[src/rtl/sha2_pkg.sv]
// rtl/sha2_pkg.sv - shared types and presets for the SHA-2 block padder
package sha2_pkg;

    typedef enum logic [1:0] {
        S_RX,
        S_FILL,
        S_EMIT
    } state_t;

    typedef enum logic [1:0] {
        SLOT_DATA,
        SLOT_PAD,
        SLOT_ZERO,
        SLOT_LEN
    } slot_mode_t;

    localparam logic [7:0] PAD_BYTE = 8'h80;

    localparam int SHA256_PKT_W = 64;
    localparam int SHA256_BLK_W = 512;
    localparam int SHA256_LEN_W = 64;

    localparam int SHA512_PKT_W = 64;
    localparam int SHA512_BLK_W = 1024;
    localparam int SHA512_LEN_W = 128;

endpackage

[src/rtl/sha2_slot_fmt.sv]
// rtl/sha2_slot_fmt.sv - formats one block slot from packet data, pad marker, zero or length slice
module sha2_slot_fmt
    import sha2_pkg::*;
#(
    parameter int PKT_W = 64,
    parameter int NB_W  = $clog2(PKT_W / 8)
) (
    input  logic [PKT_W-1:0] pkt,
    input  logic             lst_pkt,
    input  logic [NB_W-1:0]  lst_nb,
    input  slot_mode_t       mode,
    input  logic [PKT_W-1:0] len_slice,
    output logic [PKT_W-1:0] slot
);

    localparam int NBYTES = PKT_W / 8;

    always_comb begin
        slot = '0;
        case (mode)
            SLOT_DATA: begin
                slot = pkt;
                // partial last packet: keep bytes below lst_nb, marker at lst_nb, zeros after
                if (lst_pkt && lst_nb != '0) begin
                    for (int b = 0; b < NBYTES; b++) begin
                        if (b == int'(lst_nb)) begin
                            slot[PKT_W-1-8*b -: 8] = PAD_BYTE;
                        end else if (b > int'(lst_nb)) begin
                            slot[PKT_W-1-8*b -: 8] = 8'h00;
                        end
                    end
                end
            end
            SLOT_PAD:  slot = {PAD_BYTE, {(PKT_W-8){1'b0}}};
            SLOT_LEN:  slot = len_slice;
            default:   slot = '0;
        endcase
    end

endmodule

[src/rtl/sha2_blk_padder.sv]
// rtl/sha2_blk_padder.sv - packs message packets into SHA-2 blocks and applies message padding
module sha2_blk_padder
    import sha2_pkg::*;
#(
    parameter int PKT_W = 64,
    parameter int BLK_W = 512,
    parameter int LEN_W = 64,
    parameter int NB_W  = $clog2(PKT_W / 8)
) (
    input  logic             clk,
    input  logic             rst,
    input  logic             clr,
    input  logic [PKT_W-1:0] pkt,
    input  logic             pkt_val,
    input  logic             lst_pkt,
    input  logic [NB_W-1:0]  lst_nb,
    output logic             pkt_rdy,
    output logic [BLK_W-1:0] blk,
    output logic             blk_val,
    input  logic             blk_rdy,
    output logic             msg_end,
    output logic [LEN_W-1:0] msg_len
);

    localparam int W        = BLK_W / PKT_W;
    localparam int L        = LEN_W / PKT_W;
    localparam int IDX_W    = $clog2(W);
    localparam int LEN_BASE = W - L;
    localparam logic [IDX_W-1:0] IDX_LAST = IDX_W'(W - 1);
    localparam logic [IDX_W-1:0] IDX_LEN  = IDX_W'(LEN_BASE);

    state_t           state;
    state_t           state_nxt;
    logic [IDX_W-1:0] idx;
    logic             pad_done;
    logic             len_ok;
    logic             lst_seen;
    logic             msg_end_q;

    slot_mode_t       mode;
    logic             wr;
    logic             wr_last;
    logic             accept;
    logic             emit_done;
    logic [PKT_W-1:0] slot;
    logic [PKT_W-1:0] len_slice;
    logic [NB_W:0]    nb;

    assign pkt_rdy = (state == S_RX) && !rst;
    assign blk_val = (state == S_EMIT);
    assign msg_end = blk_val && msg_end_q;
    assign wr_last = wr && (idx == IDX_LAST);

    assign nb = (lst_pkt && lst_nb != '0) ? {1'b0, lst_nb} : (NB_W+1)'(PKT_W / 8);

    // length slice for slot idx; slot LEN_BASE carries the most significant slice
    assign len_slice = PKT_W'(msg_len >> (LEN_W - PKT_W * (int'(idx) - LEN_BASE + 1)));

    sha2_slot_fmt #(
        .PKT_W (PKT_W),
        .NB_W  (NB_W)
    ) u_slot_fmt (
        .pkt       (pkt),
        .lst_pkt   (lst_pkt),
        .lst_nb    (lst_nb),
        .mode      (mode),
        .len_slice (len_slice),
        .slot      (slot)
    );

    always_ff @(posedge clk or posedge rst) begin
        if (rst) begin
            state <= S_RX;
        end else begin
            state <= state_nxt;
        end
    end

    always_comb begin
        state_nxt = state;
        wr        = 1'b0;
        accept    = 1'b0;
        emit_done = 1'b0;
        mode      = SLOT_ZERO;
        case (state)
            S_RX: begin
                if (pkt_val) begin
                    accept = 1'b1;
                    wr     = 1'b1;
                    mode   = SLOT_DATA;
                    if (lst_pkt) begin
                        state_nxt = S_FILL;
                    end
                end
            end
            S_FILL: begin
                wr = 1'b1;
                if (!pad_done) begin
                    mode = SLOT_PAD;
                end else if (len_ok && idx >= IDX_LEN) begin
                    mode = SLOT_LEN;
                end
            end
            S_EMIT: begin
                if (blk_rdy) begin
                    emit_done = 1'b1;
                    state_nxt = (msg_end_q || !lst_seen) ? S_RX : S_FILL;
                end
            end
            default: state_nxt = S_RX;
        endcase
        if (wr && idx == IDX_LAST) begin
            state_nxt = S_EMIT;
        end
        if (clr) begin
            state_nxt = S_RX;
        end
    end

    always_ff @(posedge clk or posedge rst) begin
        if (rst) begin
            idx       <= '0;
            blk       <= '0;
            msg_len   <= '0;
            pad_done  <= 1'b0;
            len_ok    <= 1'b0;
            lst_seen  <= 1'b0;
            msg_end_q <= 1'b0;
        end else if (clr) begin
            idx       <= '0;
            blk       <= '0;
            msg_len   <= '0;
            pad_done  <= 1'b0;
            len_ok    <= 1'b0;
            lst_seen  <= 1'b0;
            msg_end_q <= 1'b0;
        end else begin
            if (wr) begin
                for (int s = 0; s < W; s++) begin
                    if (idx == IDX_W'(s)) begin
                        blk[(W-1-s)*PKT_W +: PKT_W] <= slot;
                    end
                end
                idx <= wr_last ? '0 : idx + IDX_W'(1);
            end
            if (accept) begin
                msg_len <= msg_len + (LEN_W'(nb) << 3);
                if (lst_pkt) begin
                    lst_seen <= 1'b1;
                    pad_done <= (lst_nb != '0);
                    len_ok   <= (idx < IDX_LEN);
                end
            end
            if (wr && mode == SLOT_PAD) begin
                pad_done <= 1'b1;
                len_ok   <= (idx < IDX_LEN);
            end
            // a block closed without the length field leaves the whole next block for it
            if (wr_last) begin
                if (mode == SLOT_LEN) begin
                    msg_end_q <= 1'b1;
                end else begin
                    len_ok <= 1'b1;
                end
            end
            if (emit_done && msg_end_q) begin
                msg_len   <= '0;
                pad_done  <= 1'b0;
                len_ok    <= 1'b0;
                lst_seen  <= 1'b0;
                msg_end_q <= 1'b0;
            end
        end
    end

endmodule

[config.mk]
export PLATFORM = sky130hd
export DESIGN_NAME = sha2_blk_padder
export DESIGN_NICKNAME = d
export VERILOG_FILES = /design/src/rtl/sha2_pkg.sv /design/src/rtl/sha2_slot_fmt.sv /design/src/rtl/sha2_blk_padder.sv
export SDC_FILE = /design/constraint.sdc
export NUM_CORES = 1
export LEC_CHECK = 0
export ABC_AREA = 1
export BUFFER_PORTS_ARGS = -buffer_cell sky130_fd_sc_hd__buf_2
export CORE_ASPECT_RATIO = 1.5
export CORE_MARGIN = 2
export CORE_UTILIZATION = 24
export DETAILED_ROUTE_END_ITERATION = 16
export SLEW_MARGIN = 0
export SYNTH_ARGS = -nofsm -noshare
export SYNTH_HDL_FRONTEND = slang
export SYNTH_SLANG_ARGS = --single-unit
[constraint.sdc]
create_clock -name clk -period 20.7 [get_ports clk]
set_input_delay 1.035 -clock clk [delete_from_list [all_inputs] [get_ports clk]]
set_output_delay 1.035 -clock clk [all_outputs]
set_load 0.05 [all_outputs]
==> results of run 1 <==
[flip-flops by register name (all words and copies together) (netlist names)]
signal	flops
state	2
lst_seen	1
pad_done	1
idx	3
msg_end_q	1
msg_len	61
len_ok	1
blk	512
[cell type report]
type	count	area share, %
sequential	582	45.94
multi-input combinational	2013	28.94
timing repair buffer	686	11.13
tap	1387	5.474
clock buffer	83	5.360
inverter	141	1.733
clock inverter	29	1.397
antenna	3	0.02368
[cells by family (layout without fill, tap and decap cells)]
kind of cell / count (synthesis) / count (layout) / share of synthesized area (%)
other cells: 1 / 6 / 0.01503
simple gates: 1637 / 1637 / 27.18
buf+inv: 302 / 939 / 5.202
compound gates: 356 / 356 / 8.422
flops: 582 / 582 / 58.39
fa+ha+maj: 11 / 11 / 0.5819
xor+xnor: 6 / 6 / 0.2107
[cell usage after synthesis (21+ instances only)]
cell / n / share of area (%)
dfrtp_1: 582 / 58
buf_1: 21 / 0.32
nand4_1: 28 / 0.70
clkbuf_1: 49 / 0.74
nor2_1: 141 / 2.1
nand2_1: 1058 / 16
buf_2: 76 / 1.5
a21oi_1: 30 / 0.60
o21ai_4: 23 / 1.5
nor3_1: 47 / 0.94
inv_1: 134 / 2.0
o21ai_0: 261 / 5.2
nand3_1: 345 / 6.9
[power groups by stage]
stage          Clock, mW  Sequential (mW)  Combinational, mW
2_1_floorplan          0             1.41              0.138
3_3_place_gp           0             1.24              0.473
3_5_place_dp           0             1.24              0.476
4_1_cts             1.21             1.22              0.476
5_1_grt             1.25             1.22              0.499
6_report            1.19             1.22              0.469
[worst max-delay path: stages]
cell,delay [ns]
buf_2,0.14
inv_8,0.58
buf_4,0.80
buf_4,0.86
buf_4,0.89
[through the flow]
step                      util [%]  instance area [um^2]  hold slack [ns]  worst slack, ns  instances
after global placement       28.72                 29550           0.4587            15.99       4809
after CTS                    30.81                 31690           0.4768            16.61       4921
after global routing         30.81                 31690           0.4941            16.21       4921
final                        30.81                 31700           0.4724            16.78       4924
after detailed placement     28.72                 29550           0.4602            15.94       4809
after floorplan                  -                 24950           0.4666            3.380       2897
[worst min-delay path by stage]
stage / end / start / slack [ns]
floorplan: lst_seen$_DFFE_PP0P_ / lst_seen$_DFFE_PP0P_ / 0.47
global placement: blk[7]$_DFFE_PP0P_ / blk[7]$_DFFE_PP0P_ / 0.46
detailed placement: blk[380]$_DFFE_PP0P_ / blk[380]$_DFFE_PP0P_ / 0.46
CTS: blk[387]$_DFFE_PP0P_ / blk[387]$_DFFE_PP0P_ / 0.48
global route: blk[387]$_DFFE_PP0P_ / blk[387]$_DFFE_PP0P_ / 0.49
finish: blk[379]$_DFFE_PP0P_ / blk[379]$_DFFE_PP0P_ / 0.47
[metal layers]
metal / vias to the layer above / GRT usage [%]
met5: - / 0
met4: 6 / 8.427
met3: 173 / 3.874
met2: 1029 / 35.45
met1: 11190 / 25.50
li1: 10540 / -
==> impl_metrics.py, run 1 <==
metrics = {
    "sta": {
        "min_period_over_period_pct": 18.91,
        "maxSlewHeadroom_pct": 19.86,
        "worstMarginPinSlew_ns": 1.201,
        "final.setup_skew_ns": 0.06253,
        "setup_tns_ns": 0,
        "setup_viol": 0,
        "drv_slew": 0,
        "rsz0062_at_grt": "no",
        "finalCriticalPeriod_ns": 3.915,
        "final-hold-violation-count": 0,
        "max_clock_freq_mhz": 255.4,
    },
    "setup_path": {
        "r2r_setup_slack_ns": 16.80,
        "crit_path_end": "blk[98]$_DFFE_PP0P_",
        "cp_data_arrival_time_ns": 4.50,
        "worstSetupStartpoint": "rst",
        "ff2ff_path_depth": 11,
        "start_kind": "input port",
        "end_kind": "asynchronous set/reset pin",
        "crit_required_ns": 21.29,
        "cp_max_fo": 134,
        "crit_type": "in -> async",
        "timing.rr.end": "blk[113]$_DFFE_PP0P_",
        "crit-reg2reg-launch": "state[1]$_DFFE_PP0P_",
    },
    "clock_network": {
        "cts_tree": "built",
        "clkTransAtPathRegs_ns": 0.06,
        "ctsResizeCount": 0,
        "numCtsBuffers": 60,
        "insertion_delay_ns": 0.66,
        "hold_buffers": 0,
        "cts_setup_buffers": 0,
        "cts.sinks": 582,
        "clockBufferDepth": 3,
        "cts_root_buf": "clkbuf_16",
        "htree_num_levels": 2,
    },
    "power_and_ir_drop": {
        "clkPwrFrac_pct": 41.4,
        "vdd_drop_max_mv": 0.06209,
        "seqPwrFrac_pct": 42.3,
        "total_power_mw": 2.880,
        "p_sw_share_pct": 32.03,
        "intPower_mw": 1.957,
        "pwr-share-comb_pct": 16.3,
        "leakagePower_nw": 17.06,
        "p_switching_mw": 0.9225,
        "p_per_area_nw_per_um2": 90.84,
    },
    "synth": {
        "syn-mean-instance-area_um2": 8.616,
        "async_flop_share_pct": 100.0,
        "synthCells": 2895,
        "synth_warnings": 0,
        "synthFlopType": "dfrtp_1",
        "synth_area_um2": 24940,
        "ys_ff_latch": 582,
        "synth_edf_count": 0,
        "synth_cell_types": 39,
        "ys_seq_area_share_pct": 58.39,
    },
    "drt": {
        "drtIter0Drc": 2123,
        "wl_met1_mm": 44.69,
        "vias": 22940,
        "wl_met2_mm": 55.78,
        "drc": 0,
        "routed_wl_mm": 113.7,
        "highest_layer": "met5",
        "wire_per_inst_um": 23.09,
        "firstDrtPassIters": 5,
        "drtAntennaViolNets": 0,
        "wl_met3_mm": 8.424,
        "routed_via_density": 4.659,
    },
    "place": {
        "place_congestion": 0.9151,
        "port_buffers": 648,
        "post-dp-hpwl_mm": 81.84,
    },
    "status": {
        "outcome": "complete, no violations",
    },
    "floorplanning": {
        "die-area_um2": 106600,
        "die_h_um": 398.8,
        "rows": 144,
        "start_util_pct": 24.25,
        "io_pins": 652,
        "coreArea_um2": 102900,
        "die_w_um": 267.2,
    },
    "min_path": {
        "hold_class": "reg -> reg",
        "holdPathStages": 2,
    },
    "global_route": {
        "grt_pass1_vias": 22210,
        "antenna_found_initial": 7,
        "grt_max_degree": 135,
        "grt_pass1_wl_mm": 160.7,
        "grt_overflow": 0,
        "grt_use_total_pct": 20.71,
    },
    "layout": {
        "layout_commonest_cell": "nand2_1",
        "final_cell_mix": "nand2_1 (1058), buf_2 (648), dfrtp_1 (582)",
        "area_growth_pct": 27.09,
        "fillCellCount": 10950,
        "seqCellArea_um2": 14560,
        "multi_input_area_um2": 9174,
        "drive_gt1_share_pct": 24.08,
        "nNetsFinal": 3568,
    },
    "run": {
        "max_cap_violations": 0,
    },
}
No activity file was read; power rests on OpenSTA's default activity.
==> run 2, diff against run 1 <==
==> constraint.sdc (replaced) <==
create_clock -name clk -period 3.4 [get_ports clk]
set_input_delay 0.17 -clock clk [delete_from_list [all_inputs] [get_ports clk]]
set_output_delay 0.17 -clock clk [all_outputs]
set_load 0.05 [all_outputs]
==> impl_metrics.py, run 2 (same netlist as run 1, synthesis figures left out) <==
metrics = {
    "sta": {
        "rsz0062_at_grt": "no",
        "worstMarginPinSlew_ns": 1.040,
        "final-hold-violation-count": 0,
        "final.setup_skew_ns": 0.04195,
        "drv_slew": 0,
        "setup_viol": 0,
        "max_clock_freq_mhz": 334.8,
        "setup_tns_ns": 0,
        "min_period_over_period_pct": 87.84,
        "maxSlewHeadroom_pct": 30.61,
        "finalCriticalPeriod_ns": 2.987,
    },
    "power_and_ir_drop": {
        "vdd_drop_max_mv": 0.3936,
        "pwr-share-comb_pct": 17.0,
        "p_switching_mw": 5.637,
        "p_per_area_nw_per_um2": 537.8,
        "intPower_mw": 11.67,
        "leakagePower_nw": 17.35,
        "seqPwrFrac_pct": 42.9,
        "clkPwrFrac_pct": 40.2,
        "p_sw_share_pct": 32.57,
    },
    "drt": {
        "drtIter0Drc": 1953,
        "routed_via_density": 4.663,
        "firstDrtPassIters": 7,
        "vias": 23220,
        "routed_wl_mm": 117.1,
        "wire_per_inst_um": 23.52,
        "drc": 0,
        "drtAntennaViolNets": 0,
    },
    "place": {
        "placedCellCount": 4863,
        "post-dp-hpwl_mm": 86.48,
        "place_congestion": 0.9028,
        "port_buffers": 648,
    },
    "floorplanning": {
        "coreArea_um2": 102900,
        "die-area_um2": 106600,
        "io_pins": 652,
        "rows": 144,
        "die_w_um": 267.2,
        "start_util_pct": 24.25,
        "die_h_um": 398.8,
    },
    "setup_path": {
        "end_kind": "flip-flop",
        "crit_type": "reg -> reg",
        "crit_required_ns": 3.98,
        "cp_max_fo": 26,
        "start_kind": "flip-flop",
        "cp_data_arrival_time_ns": 3.57,
        "ff2ff_path_depth": 10,
    },
    "layout": {
        "layout_commonest_cell": "nand2_1",
        "fin_util_pct": 31.28,
        "largest_register_ffs": 512,
        "drive_gt1_share_pct": 25.19,
        "area_growth_pct": 29.00,
        "finalNonFillerCells": 4980,
        "top_register": "blk",
        "reg_top3": "blk: 512 flops, msg_len: 61 flops, idx: 3 flops",
        "fillCellCount": 10980,
        "nNetsFinal": 3626,
        "final_cell_mix": "nand2_1 (1058), buf_2 (648), dfrtp_1 (582)",
    },
    "clock_network": {
        "cts_tree": "built",
        "clkTransAtPathRegs_ns": 0.06,
        "htree_num_levels": 2,
        "hold_buffers": 3,
        "clockBufferDepth": 3,
        "cts.sinks": 582,
        "ctsResizeCount": 0,
        "cts_root_buf": "clkbuf_16",
        "insertion_delay_ns": 0.65,
        "cts_setup_buffers": 0,
        "numCtsBuffers": 61,
    },
    "global_route": {
        "grt_pass1_vias": 23080,
        "grt_overflow": 0,
        "grt_max_degree": 152,
        "antenna_found_initial": 9,
        "grt_use_total_pct": 21.45,
        "grt_pass1_wl_mm": 166.3,
    },
    "min_path": {
        "holdPathStages": 5,
        "hold_class": "in -> reg",
    },
    "run": {
        "max_cap_violations": 0,
    },
    "status": {
        "outcome": "complete, no violations",
    },
}
==> run 2: area by class of cell <==
cell class                      instances  area (um^2)  share of cell area (%)
Sequential cell                       582        14560                   45.26
Multi-Input combinational cell       2013         9170                   28.50
Timing Repair Buffer                  743         4126                   12.82
Tap cell                             1387         1735                   5.393
Clock buffer                           81         1692                   5.257
Inverter                              141        545.5                   1.695
Clock inverter                         29        334.1                   1.038
Antenna cell                            4        10.01                 0.03111
==> run 2: final timing paths <==
path | startpoint | end | slack [ns]
setup / recovery | idx[2]$_DFFE_PP0P_ | blk[243]$_DFFE_PP0P_ | 0.41
hold / removal | pkt[51] | blk[435]$_DFFE_PP0P_ | 0.08
setup reg to reg | idx[2]$_DFFE_PP0P_ | blk[243]$_DFFE_PP0P_ | 0.41
hold reg to reg | blk[102]$_DFFE_PP0P_ | blk[102]$_DFFE_PP0P_ | 0.47
max in group asynchronous | rst | blk[0]$_DFFE_PP0P_ | 1.87
min in group asynchronous | rst | msg_len[52]$_DFFE_PP0P_ | 0.32
==> run 2: per-layer routing <==
layer,routed length (um),global-route usage [%],vias to the layer above,part of all wire [%]
met5,51,0,-,0.044
met3,8163,4.281,215,7.0
met1,46000,25.81,11430,39
met2,57380,36.90,927,49
li1,-,-,10650,-
met4,5558,9.460,8,4.7
==> run 2: critical path, cell delays in order (launching register included) <==
cell	delay, ns
dfrtp_1	0.49
inv_1	0.18
ha_1	0.36
a21oi_1	0.13
o21ai_0	0.09
nor2_1	0.23
nand2_4	0.06
buf_4	0.31
o21ai_4	0.51
nand3_1	0.33
nand2_1	0.15
==> run 2: power by group through the flow <==
stage	Sequential, mW	Combinational (mW)	Clock [mW]
2_1_floorplan	8.59	0.842	0
3_5_place_dp	7.54	2.98	0
5_1_grt	7.45	3.13	7.33
4_1_cts	7.42	2.99	7.11
3_3_place_gp	7.53	2.96	0
6_report	7.42	2.94	6.95
==> run 2: per-stage QoR <==
step	hold slack [ns]	power (mW)	setup WS [ns]	cell area [um^2]
finish	0.07565	17.31	0.4133	32180
global route	0.06528	17.91	0.2349	32170
CTS	0.02521	17.51	0.4061	32170
detailed placement	0.3371	10.52	0.4423	30110
global placement	0.3326	10.50	0.4372	30110
floorplan	0.3368	9.428	-4.701	24960
